## config.mk

```make
export PLATFORM = sky130hd
export DESIGN_NAME = systolic_fifo_bank
export DESIGN_NICKNAME = d
export VERILOG_FILES = /design/src/rtl/systolic_fifo_bank_pkg.sv /design/src/rtl/systolic_fifo_bank_skew_line.sv /design/src/rtl/systolic_fifo_bank.sv
export SDC_FILE = /design/constraint.sdc
export NUM_CORES = 1
export LEC_CHECK = 0
export ABC_AREA = 1
export CAP_MARGIN = 20
export CELL_PAD_IN_SITES_DETAIL_PLACEMENT = 2
export CELL_PAD_IN_SITES_GLOBAL_PLACEMENT = 2
export CORE_AREA = 5 5 237 216
export DETAILED_ROUTE_END_ITERATION = 8
export DIE_AREA = 0 0 242 221
export PLACE_DENSITY = 0.77
export SLEW_MARGIN = 5
export SYNTH_ARGS = -nofsm -noshare
export SYNTH_HDL_FRONTEND = slang
export SYNTH_HIERARCHICAL = 1
export SYNTH_SLANG_ARGS = --single-unit
```

## constraint.sdc

```tcl
create_clock -name s_clk -period 2.55 [get_ports s_clk]
set_clock_uncertainty 0.15 [all_clocks]
set_input_delay 0.765 -clock s_clk [delete_from_list [all_inputs] [get_ports s_clk]]
set_output_delay 0.765 -clock s_clk [all_outputs]
set_load 0.01 [all_outputs]
```

## src/rtl/systolic_fifo_bank_pkg.sv

```systemverilog
// Shared CNN parameter package: default array geometry and helpers
// used by the systolic array and its input FIFO bank.
package systolic_fifo_bank_pkg;

    localparam int CNN_DATA_SIZE  = 8;
    localparam int CNN_FIFO_DEPTH = 16;
    localparam int CNN_ARRAY_SIZE = 3;

    function automatic int clog2(input int value);
        int res;
        res = 0;
        for (int i = 0; i < 31; i++) begin
            if ((1 << i) < value) begin
                res = i + 1;
            end
        end
        return res;
    endfunction

endpackage

```

## src/rtl/systolic_fifo_bank_skew_line.sv

```systemverilog
// Per-channel delay line that staggers one FIFO channel in time
// so that rows enter the systolic array on a diagonal wavefront.
module skew_line
    import systolic_fifo_bank_pkg::*;
#(
    parameter int DATA_SIZE = CNN_DATA_SIZE,
    parameter int DELAY     = 0
) (
    input  logic                 s_clk,
    input  logic                 clear_n,
    input  logic                 flush,
    input  logic                 d_valid,
    input  logic [DATA_SIZE-1:0] d_data,
    output logic                 q_valid,
    output logic [DATA_SIZE-1:0] q_data
);

    generate
        if (DELAY == 0) begin : g_pass
            logic unused_ctrl;
            assign unused_ctrl = ^{s_clk, clear_n, flush};
            assign q_valid     = d_valid;
            assign q_data      = d_data;
        end else begin : g_pipe
            logic [DELAY-1:0]     v_pipe;
            logic [DATA_SIZE-1:0] d_pipe [DELAY];

            always_ff @(posedge s_clk or negedge clear_n) begin
                if (!clear_n) begin
                    v_pipe <= '0;
                    for (int k = 0; k < DELAY; k++) begin
                        d_pipe[k] <= '0;
                    end
                end else if (flush) begin
                    v_pipe <= '0;
                    for (int k = 0; k < DELAY; k++) begin
                        d_pipe[k] <= '0;
                    end
                end else begin
                    v_pipe[0] <= d_valid;
                    d_pipe[0] <= d_data;
                    for (int k = 1; k < DELAY; k++) begin
                        v_pipe[k] <= v_pipe[k-1];
                        d_pipe[k] <= d_pipe[k-1];
                    end
                end
            end

            assign q_valid = v_pipe[DELAY-1];
            assign q_data  = d_pipe[DELAY-1];
        end
    endgenerate

endmodule

```

## src/rtl/systolic_fifo_bank.sv

```systemverilog
// Lockstep multi-channel FIFO feeding the systolic array rows,
// with a registered read stage and optional diagonal output skew.
module systolic_fifo_bank
    import systolic_fifo_bank_pkg::*;
#(
    parameter int DATA_SIZE  = CNN_DATA_SIZE,
    parameter int FIFO_DEPTH = CNN_FIFO_DEPTH,
    parameter int ARRAY_SIZE = CNN_ARRAY_SIZE,
    parameter int SKEW_EN    = 1
) (
    input  logic                             s_clk,
    input  logic                             clear_n,
    input  logic                             flush,
    input  logic                             w_en,
    input  logic [ARRAY_SIZE*DATA_SIZE-1:0]  dataIn,
    input  logic                             r_en,
    output logic [ARRAY_SIZE*DATA_SIZE-1:0]  dataOut,
    output logic [ARRAY_SIZE-1:0]            valid_out,
    output logic                             full,
    output logic                             empty,
    output logic [clog2(FIFO_DEPTH):0]       level,
    output logic                             overflow,
    output logic                             underflow
);

    localparam int AW = clog2(FIFO_DEPTH);
    localparam int W  = ARRAY_SIZE * DATA_SIZE;
    localparam logic [AW:0] DEPTH_L = (AW+1)'(FIFO_DEPTH);

    logic [W-1:0]  mem [FIFO_DEPTH];
    logic [AW-1:0] wr_ptr;
    logic [AW-1:0] rd_ptr;
    logic [AW:0]   level_next;
    logic          wr_go;
    logic          rd_go;
    logic          st_valid;
    logic [W-1:0]  st_data;

    // Write at full is allowed only because a read frees a slot the same
    // cycle; read at empty never falls through to the incoming word.
    always_comb begin
        wr_go      = w_en && (!full || r_en) && !flush;
        rd_go      = r_en && !empty && !flush;
        level_next = level;
        if (wr_go && !rd_go) begin
            level_next = level + (AW+1)'(1);
        end else if (rd_go && !wr_go) begin
            level_next = level - (AW+1)'(1);
        end
    end

    always_ff @(posedge s_clk) begin
        if (wr_go) begin
            mem[wr_ptr] <= dataIn;
        end
    end

    always_ff @(posedge s_clk or negedge clear_n) begin
        if (!clear_n) begin
            wr_ptr    <= '0;
            rd_ptr    <= '0;
            level     <= '0;
            full      <= 1'b0;
            empty     <= 1'b1;
            overflow  <= 1'b0;
            underflow <= 1'b0;
            st_valid  <= 1'b0;
            st_data   <= '0;
        end else if (flush) begin
            wr_ptr    <= '0;
            rd_ptr    <= '0;
            level     <= '0;
            full      <= 1'b0;
            empty     <= 1'b1;
            overflow  <= 1'b0;
            underflow <= 1'b0;
            st_valid  <= 1'b0;
        end else begin
            if (wr_go) begin
                wr_ptr <= wr_ptr + AW'(1);
            end
            if (rd_go) begin
                rd_ptr  <= rd_ptr + AW'(1);
                st_data <= mem[rd_ptr];
            end
            st_valid  <= rd_go;
            level     <= level_next;
            full      <= (level_next == DEPTH_L);
            empty     <= (level_next == '0);
            overflow  <= overflow | (w_en && full && !r_en);
            underflow <= underflow | (r_en && empty && !w_en);
        end
    end

    generate
        for (genvar i = 0; i < ARRAY_SIZE; i++) begin : g_ch
            skew_line #(
                .DATA_SIZE (DATA_SIZE),
                .DELAY     ((SKEW_EN != 0) ? i : 0)
            ) u_skew (
                .s_clk   (s_clk),
                .clear_n (clear_n),
                .flush   (flush),
                .d_valid (st_valid),
                .d_data  (st_data[i*DATA_SIZE +: DATA_SIZE]),
                .q_valid (valid_out[i]),
                .q_data  (dataOut[i*DATA_SIZE +: DATA_SIZE])
            );
        end
    endgenerate

endmodule

```

==> flow_summary.yaml <==
final_layout:
  fill_cells: 4851
  layout-drive-gt1-share_pct: 13.6
  fin_cells: 2335
  flow.area_growth_from_synthesis_pct: 21.5
  antenna_diodes: 0
  final_net_count: 1698
sta:
  tns_ps: 0
  setup_viol: 0
  setup_repair_after_global_routing_missed_its_margin: "no"
  layout_setup_ws_ps: 54.5
  layout_min_cycle_time_ps: 2500
  finalHoldViolations: 0
  max_slew.worst_pin.slew_ps: 588
  worst_slew_margin_rel_pct: 60.8
  final-max-slew-violation-count: 0
  layout_worst_path_cycle_share_pct: 97.9
  max_clock_freq_mhz: 401
yosys:
  cell_count_after_synthesis: 1542
  yosys.cell_types.count: 31
  asyncSetResetFlopFracSynth_pct: 15.2
  dominantRegCellSynth: "sky130_fd_sc_hd__edfxtp_1"
  synth-seq-area-share_pct: 72.7
  syn_area_per_cell_um2: 11.8
  synth_fp_nets: 1578
  synth_edf_count: 384
  netlist_area_before_placement_um2: 18200
  postSynthRegisterBits: 453
  yosysWarnings: 6
worst_setup_path:
  critical_path.reg2reg.endpoint: "st_data[1]"
  critical_path_cell_count: 1
  crit_path_start_kind: "flop"
  path_cells: "clkdlybuf4s50_1"
  critical_path_arrival_ps: 1580
  cpLargestDelayFamily: "buffers and inverters"
  critPathCaptureType: "primary output"
  critical-path-max-stage-delay_ps: 560
  worst-setup-path-type: "reg -> out"
  timing.rr.start: "rd_ptr[0]"
  worstRegToRegCells: 8
  r2r_slack_ps: 400
  cpMaxStageDelayCell: "sky130_fd_sc_hd__clkdlybuf4s50_1"
  critical_path.max_fanout: 2
  number_of_buffer_and_inverter_stages_on_the_critical_path: 1
  cp.required_ps: 1640
global_routing:
  grt_first_pass_wirelength_um: 92800
  gr-usage-all-layers_pct: 22.9
  overflow: 0
  number_of_antenna_violations_at_the_first_check_in_global_routing: 0
  grt_pass1_vias: 14300
  grt_start_max_net_pins: 98
drt:
  detail_route.wirelength_um: 62300
  drt.antenna.violating_nets: 0
  post_drt_via_cell_ratio: 5.46
  via_count: 12800
  dr.first_iter.drc_count: 986
  routedWlPerCell_um: 26.7
  drcViolationCount: 0
  drtPass1Iterations: 5
clock_network:
  ctsLongestPathBuffers: 3
  tritoncts_clock_tree: "built"
  cts.reportedPaths.clkPinSlew_ps: 60
  cts-buffers-inserted: 50
  cts.htree.levels: 2
  numClockSinks: 453
  clk_latency_worst_skew_pair_ps: 590
  clock-root-buffer: "sky130_fd_sc_hd__clkbuf_16"
floorplan:
  initial_utilization_pct: 37.5
  core_um2: 48600
  dieArea_um2: 53500
  die_height_um: 221
  top_level_ports: 65
  placementRows: 77
  die_w_um: 242
worst_hold_path:
  worstHoldEndpoint: "g_ch[2].u_skew/q_data[5]"
  hold_class: "reg -> reg"
  min_delay_path_depth: 2
  worstHoldStart: "g_ch[2].u_skew/g_pipe.d_pipe[13]"
placed_design:
  place.port_buffers: 64
  post-place-cells: 2241
  gp_congestion: 0.818
  detailedPlacementHpwl_um: 39300
  worst_slack_after_detailed_placement_ps: -94.7
power:
  leakage_nw: 8.40
  power.ir.vdd_worst_mv: 0.494
  power_per_cell_area_nw_per_um2: 815
flow_run:
  cap_violations: 0
run_status:
  run_status: "completed"
cell type report:
type                       count  area, µm²  share of cell area, %
inverter                      48        186                  0.842
sequential                   453      13300                   59.9
clock inverter                19        189                  0.853
clock buffer                  74       1490                   6.70
timing repair buffer         173       1870                   8.43
tap                          632        791                   3.57
multi-input combinational    936       4360                   19.7
sequential cells by signal (all words and copies together) (netlist names):
name and flops:
rd_ptr 4, g_ch.u_skew/q_valid 1, level 5, underflow 1, mem 384, full 1
empty 1, g_ch.u_skew/q_data 16, wr_ptr 4, st_data 24, st_valid 1, overflow 1
g_ch.u_skew/g_pipe.v_pipe 2, g_ch.u_skew/g_pipe.d_pipe 8
repair_timing:
action,CTS,global route
hold buffers,1,0
endpoints found under the hold margin,19,0
setup buffers,0,0
resized for setup,7,2
endpoints found under the setup margin,6,2
cloned,0,0
per-layer routing:
metal	vias up	global-route usage [%]	wire length, µm
met2	311	41.8	32600
met4	0	7.29	1920
met1	6751	28.2	25300
met3	113	2.90	2430
li1	5582	-	-
met5	-	0	0
synthesized netlist by cell type, types with 2 or more instances:
cell                        count  area share, %
sky130_fd_sc_hd__edfxtp_1     384             63
sky130_fd_sc_hd__buf_2         49            1.3
sky130_fd_sc_hd__nor2_1        48           0.99
sky130_fd_sc_hd__a21oi_1       32           0.88
sky130_fd_sc_hd__clkbuf_1      28           0.58
sky130_fd_sc_hd__nor2_2         3           0.10
sky130_fd_sc_hd__buf_4         18           0.74
sky130_fd_sc_hd__o21ai_0        7           0.19
sky130_fd_sc_hd__dfrtp_1       68            9.3
sky130_fd_sc_hd__o21ai_1        2          0.055
sky130_fd_sc_hd__a2bb2oi_1     24            1.2
sky130_fd_sc_hd__nand2_2        4           0.14
sky130_fd_sc_hd__buf_6          2           0.12
sky130_fd_sc_hd__nand2_1      493             10
sky130_fd_sc_hd__a31oi_1        2          0.069
sky130_fd_sc_hd__nand3_2        2           0.11
sky130_fd_sc_hd__nand3_1      302            8.3
sky130_fd_sc_hd__buf_1          7           0.14
sky130_fd_sc_hd__ha_1           7           0.48
sky130_fd_sc_hd__inv_2          6           0.12
sky130_fd_sc_hd__xor2_1         4           0.19
sky130_fd_sc_hd__inv_1         41           0.84
layout by cell type (no fill, tap or decap), types with 33 or more instances in the layout:
cell / netlist / routed
sky130_fd_sc_hd__edfxtp_1: 384 / 384
sky130_fd_sc_hd__nand2_1: 493 / 493
sky130_fd_sc_hd__dfrtp_1: 68 / 59
sky130_fd_sc_hd__inv_1: 41 / 41
sky130_fd_sc_hd__clkbuf_16: 0 / 53
sky130_fd_sc_hd__buf_12: 0 / 33
sky130_fd_sc_hd__clkdlybuf4s50_1: 0 / 59
sky130_fd_sc_hd__buf_4: 18 / 76
sky130_fd_sc_hd__nand3_1: 302 / 302
kinds of logic (layout without fill, tap and decap cells):
family                     count (synthesis)  after routing  synth area share, %
AOI/OAI and AO/OA                         68             68                 2.44
xor gates and xnor gates                   4              4                0.192
DFF                                      453            453                 72.7
and+or+nand+nor                          857            857                 20.2
adders and majority gates                  7              7                0.480
buffers and inverters                    153            314                 4.00
metrics by stage:
stage | total power, mW | cell area, µm² | util, % | hold WS, ps
after global routing | 18.7 | 22200 | 45.6 | 334
after detailed placement | 10.8 | 20500 | 42.1 | 306
after CTS | 18.2 | 22200 | 45.6 | 320
final | 18.1 | 22200 | 45.6 | 312
after global placement | 10.7 | 20500 | 42.1 | 287
after floorplan | 9.75 | 18200 | - | 284
worst max path at each step:
stage	endpoint	startpoint
global route	level[4]	level[4]
finish	dataOut[2]	st_data[2]
detailed placement	mem[15][12]	w_en
floorplan	mem[11][0]	flush
global placement	mem[15][14]	r_en
CTS	level[1]	level[1]
report_power, final:
group / internal [mW] / total (mW) / switching, mW
Combinational: 0.798 / 2.08 / 1.29
Sequential: 8.36 / 8.59 / 0.231
Clock: 4.34 / 7.37 / 3.03
Total: 13.5 / 18.1 / 4.55
(Power assumes the default switching activity.)
